## src/rtl/boot_copy.sv

```systemverilog
// boot_copy: copies WORDS 32-bit words from ROM (SRC_BASE) to RAM (DST_BASE) over AXI-style channels.
// Define BOOT_COPY_CHECKSUM_EN to accumulate an additive checksum of successfully written words.
module boot_copy #(
    parameter logic [31:0] SRC_BASE = 32'h0000_0000,
    parameter logic [31:0] DST_BASE = 32'h8000_0000,
    parameter int unsigned WORDS    = 256
) (
    input  logic        clk_i,
    input  logic        rst_i,
    input  logic        start_i,
    output logic        busy_o,
    output logic        done_o,
    output logic        error_o,
    output logic [31:0] checksum_o,
    output logic        rom_arvalid_o,
    input  logic        rom_arready_i,
    output logic [31:0] rom_araddr_o,
    input  logic        rom_rvalid_i,
    output logic        rom_rready_o,
    input  logic [31:0] rom_rdata_i,
    input  logic [1:0]  rom_rresp_i,
    output logic        ram_awvalid_o,
    input  logic        ram_awready_i,
    output logic [31:0] ram_awaddr_o,
    output logic        ram_wvalid_o,
    input  logic        ram_wready_i,
    output logic [31:0] ram_wdata_o,
    output logic [3:0]  ram_wstrb_o,
    input  logic        ram_bvalid_i,
    output logic        ram_bready_o,
    input  logic [1:0]  ram_bresp_i
);
    typedef enum logic [2:0] {IDLE, AR, R, W, B} state_t;

    state_t      r_state, w_next;
    logic [15:0] r_idx;
    logic [31:0] r_data;
    logic        r_err, r_done, r_aw_ok, r_w_ok;
    logic        w_start, w_r_hs, w_b_hs, w_last, w_w_fin;

    assign w_start = (r_state == IDLE) && start_i;
    assign w_r_hs  = rom_rready_o && rom_rvalid_i;
    assign w_b_hs  = ram_bready_o && ram_bvalid_i;
    assign w_last  = {16'd0, r_idx} == WORDS - 1;
    // Each write channel may finish in an earlier cycle; the r_*_ok flags remember it.
    assign w_w_fin = (r_state == W) && (r_aw_ok || ram_awready_i) && (r_w_ok || ram_wready_i);

    always_comb begin
        w_next = r_state;
        case (r_state)
            IDLE:    if (start_i && WORDS != 0) w_next = AR;
            AR:      if (rom_arready_i) w_next = R;
            R:       if (rom_rvalid_i) w_next = (rom_rresp_i != 2'b00) ? IDLE : W;
            W:       if (w_w_fin) w_next = B;
            B:       if (ram_bvalid_i) w_next = (ram_bresp_i != 2'b00 || w_last) ? IDLE : AR;
            default: w_next = IDLE;
        endcase
    end

    assign busy_o        = r_state != IDLE;
    assign done_o        = r_done;
    assign error_o       = r_err;
    assign rom_arvalid_o = r_state == AR;
    assign rom_araddr_o  = SRC_BASE + {14'd0, r_idx, 2'b00};
    assign rom_rready_o  = r_state == R;
    assign ram_awvalid_o = (r_state == W) && !r_aw_ok;
    assign ram_awaddr_o  = DST_BASE + {14'd0, r_idx, 2'b00};
    assign ram_wvalid_o  = (r_state == W) && !r_w_ok;
    assign ram_wdata_o   = r_data;
    assign ram_wstrb_o   = 4'hF;
    assign ram_bready_o  = r_state == B;

    always_ff @(posedge clk_i or negedge rst_i) begin
        if (!rst_i) begin
            r_state <= IDLE;
            r_idx   <= '0;
            r_data  <= '0;
            r_err   <= 1'b0;
            r_done  <= 1'b0;
            r_aw_ok <= 1'b0;
            r_w_ok  <= 1'b0;
        end else begin
            r_state <= w_next;
            r_done  <= 1'b0;
            r_aw_ok <= (r_state == W) && !w_w_fin && (r_aw_ok || ram_awready_i);
            r_w_ok  <= (r_state == W) && !w_w_fin && (r_w_ok || ram_wready_i);
            if (w_start) begin
                r_idx  <= '0;
                r_err  <= 1'b0;
                r_done <= WORDS == 0;
            end
            if (w_r_hs) begin
                r_data <= rom_rdata_i;
                if (rom_rresp_i != 2'b00) begin
                    r_err  <= 1'b1;
                    r_done <= 1'b1;
                end
            end
            if (w_b_hs) begin
                if (ram_bresp_i != 2'b00) begin
                    r_err  <= 1'b1;
                    r_done <= 1'b1;
                end else if (w_last) r_done <= 1'b1;
                else r_idx <= r_idx + 16'd1;
            end
        end
    end

`ifdef BOOT_COPY_CHECKSUM_EN
    logic [31:0] r_sum;
    always_ff @(posedge clk_i or negedge rst_i) begin
        if (!rst_i) r_sum <= '0;
        else if (w_start) r_sum <= '0;
        else if (w_b_hs && ram_bresp_i == 2'b00) r_sum <= r_sum + r_data;
    end
    assign checksum_o = r_sum;
`else
    assign checksum_o = 32'd0;
`endif
endmodule

```

## config.mk

```make
export PLATFORM = sky130hd
export DESIGN_NAME = boot_copy
export DESIGN_NICKNAME = d
export VERILOG_FILES = /design/src/rtl/boot_copy.sv
export SDC_FILE = /design/constraint.sdc
export NUM_CORES = 1
export LEC_CHECK = 0
export CAP_MARGIN = 20
export CORE_MARGIN = 3
export CORE_UTILIZATION = 42
export DETAILED_ROUTE_END_ITERATION = 10
export MAX_ROUTING_LAYER = met4
export PLACE_DENSITY_LB_ADDON = 0.05
export SYNTH_ARGS = -nofsm -noshare
export SYNTH_HDL_FRONTEND = slang
export SYNTH_SLANG_ARGS = --single-unit
```

## constraint.sdc

```tcl
create_clock -name clk_i -period 4.8 [get_ports clk_i]
set_input_delay 0.96 -clock clk_i [delete_from_list [all_inputs] [get_ports clk_i]]
set_output_delay 0.96 -clock clk_i [all_outputs]
set_load 0.05 [all_outputs]
```

==> flow_summary.json <==
{
  "status": "completed",
  "power_density_nw_per_um2": 568.0,
  "r2r_setup_slack_ps": 2390,
  "cts_resized": 0,
  "crit_type": "register to primary output",
  "final_cell_mix": "clkdlybuf4s50_1 (114), conb_1 (68), dfrtp_1 (55)",
  "numCtsBuffers": 5,
  "slowest_delay_ps": 810,
  "placementRows": 31,
  "drt_iter0_markers": 110,
  "port_buffers": 115,
  "globalplace.congestion": 0.7765,
  "h-tree-depth": 2,
  "finalCritPeriodShare_pct": 65.05,
  "path_buf_inv": 2,
  "clock_latency_ps": 310,
  "grt_pass1_vias": 2090,
  "ir_drop_mv": 0.3111,
  "place_ws_ps": 2032,
  "cp_top_family": "buffers and inverters",
  "core_um2": 7331,
  "areaGrowthSynthToFinish_pct": 29.16,
  "period_needed_ps": 3122,
  "placed_cells": 486,
  "yosysTopAreaCell": "dfrtp_1",
  "grt_max_degree": 56,
  "whs_path_depth": 1,
  "synth_area_per_cell_um2": 10.67,
  "ys_ff_latch": 55,
  "min_from": "r_w_ok",
  "synthTopCellsByArea": "dfrtp_1 (43%), buf_4 (20%), mux2_2 (11%)",
  "synth_cell_type_count": 50,
  "wl_met3_um": 546,
  "dp.final_hpwl_um": 5415,
  "grt-ovfl-total": 0,
  "routed_wl_um": 7090,
  "cts_hold_buf": 0,
  "hold_path.class": "register to register",
  "antenna_found_initial": 0,
  "cp.depth": 3,
  "timing.rr.end": "r_idx[8]",
  "n_antenna_cell": 0,
  "maxSlewHeadroom_pct": 32.59,
  "cts_sinks": 55,
  "die_w_um": 93.18,
  "rsz0062_at_grt": "no",
  "vias": 2327,
  "ant_nets": 0,
  "via_per_inst": 4.711,
  "wl_per_cell_um": 14.35,
  "yosysWarnings": 0,
  "seq_area_frac_synth_pct": 43.12,
  "cts-root-buf": "clkbuf_8",
  "final_nets": 439,
  "cp_cell_sequence": "or3b_4 -> clkinv_2 -> clkdlybuf4s50_1",
  "tns_ps": 0,
  "critPathSlowestCell": "clkdlybuf4s50_1",
  "arrival_ps": 2160,
  "cp-end-kind": "primary output",
  "whs_endpoint": "r_aw_ok",
  "layout_commonest_cell": "clkdlybuf4s50_1",
  "worst_slack_ps": 1678,
  "fin_total_pwr_mw": 2.342,
  "rr_startpoint": "r_idx[12]",
  "slew_violations": 0,
  "syn-cell-area_um2": 3192,
  "synthArstFlopShare_pct": 100.0,
  "cts.path.max_buffers": 2,
  "critPathMaxFanout": 11,
  "startpoint_type": "register",
  "layoutNonFillerInstCount": 494,
  "timing.fmax_mhz": 320.3,
  "cts_tree": "done",
  "dr_wl_met2_um": 3419,
  "first_pass_iters": 4,
  "required_ps": 3840,
  "reg2reg_depth": 4,
  "drc_errors": 0,
  "finalSetupViolations": 0,
  "cts_setup_buffers": 0,
  "path_clk_slew_ps": 100,
  "p_leak_nw": 1.773,
  "synth_top_cell_area_share_pct": 43.12,
  "ys.flop_type": "dfrtp_1",
  "die_h_um": 93.18,
  "grtUsageTotal_pct": 16.88,
  "fin_skew_ps": 7.724,
  "io_pins": 184,
  "m1WireLength_um": 3066,
  "drive_above_1_share_pct": 13.16,
  "grt_pass1_wl_um": 11230,
  "worstMarginPinSlew_ps": 1003,
  "hold_violations": 0,
  "start_util_pct": 43.54,
  "netlist_instances": 299,
  "drv_cap": 0,
  "synth_edf_count": 0,
  "dieArea_um2": 8682,
  "utilization_pct": 56.24,
  "highest_layer": "met4"
}
-- worst register-to-register path, cell delays in order, from the launching register on --
cell and delay [ps]:
dfrtp_1 490, or4_1 590, nor4_2 850, o21ai_1 190, a31oi_1 220
-- cell families after synthesis --
kind of cell / Yosys count / synth area share (%)
buffers and inverters: 101 / 22.54
and+or+nand+nor: 65 / 12.27
DFF: 55 / 43.12
muxes: 38 / 13.17
AOI/OAI and AO/OA: 37 / 8.272
other: 2 / 0.2353
adders and majority gates: 1 / 0.3919
-- sequential cells by signal, summed over array words and instances (netlist names) --
name	cells
r_idx	16
done_o	1
r_aw_ok	1
r_w_ok	1
ram_wdata_o	32
r_state	3
error_o	1
-- Yosys cell counts (all sizes together) (2+ instances only) --
cell type,instances
buf,93
dfrtp,55
mux2,32
nand2,12
nand3,9
o21ai,9
nor2,8
mux2i,6
or4,6
inv,5
nor3,5
nor4,5
and2,4
nand4,4
o211ai,4
a21oi,3
a31oi,3
nand2b,3
o311ai,3
o31ai,3
o41ai,3
a22o,2
clkbuf,2
conb,2
nor3b,2
-- worst max-delay path by stage --
stage / start / endpoint
floorplan: r_state[0] / ram_wdata_o[10]
global placement: r_state[0] / ram_bready_o
detailed placement: r_state[0] / ram_bready_o
CTS: r_state[0] / ram_bready_o
global route: r_state[2] / ram_bready_o
finish: r_state[0] / ram_bready_o
-- per-stage QoR --
stage	instance area, µm²	hold slack, ps
after detailed placement	4029	488.7
final	4123	504.2
after global placement	4029	487.1
after CTS	4123	506.8
after global routing	4123	525.9
after floorplan	3440	455.6
-- metal layers --
metal | global-route usage, % | vias to the layer above
met5 | - | -
met4 | 4.029 | 0
met3 | 3.298 | 4
met2 | 26.57 | 129
met1 | 22.69 | 1102
li1 | - | 1092
-- layout make-up --
class                      count  area, µm²
sequential                    55       1376
timing repair buffer         117       1161
multi-input combinational    209       1344
tap                           99      123.9
inverter                       6      23.77
fill                         648       3208
clock inverter                 3      25.02
clock buffer                   5      68.82
-- power breakdown --
part | switching (mW) | internal (mW)
Clock | 0.157 | 0.105
Combinational | 0.912 | 0.466
Sequential | 0.0863 | 0.616
Total | 1.16 | 1.19
Note: power is estimated with default switching activity, not from simulation.
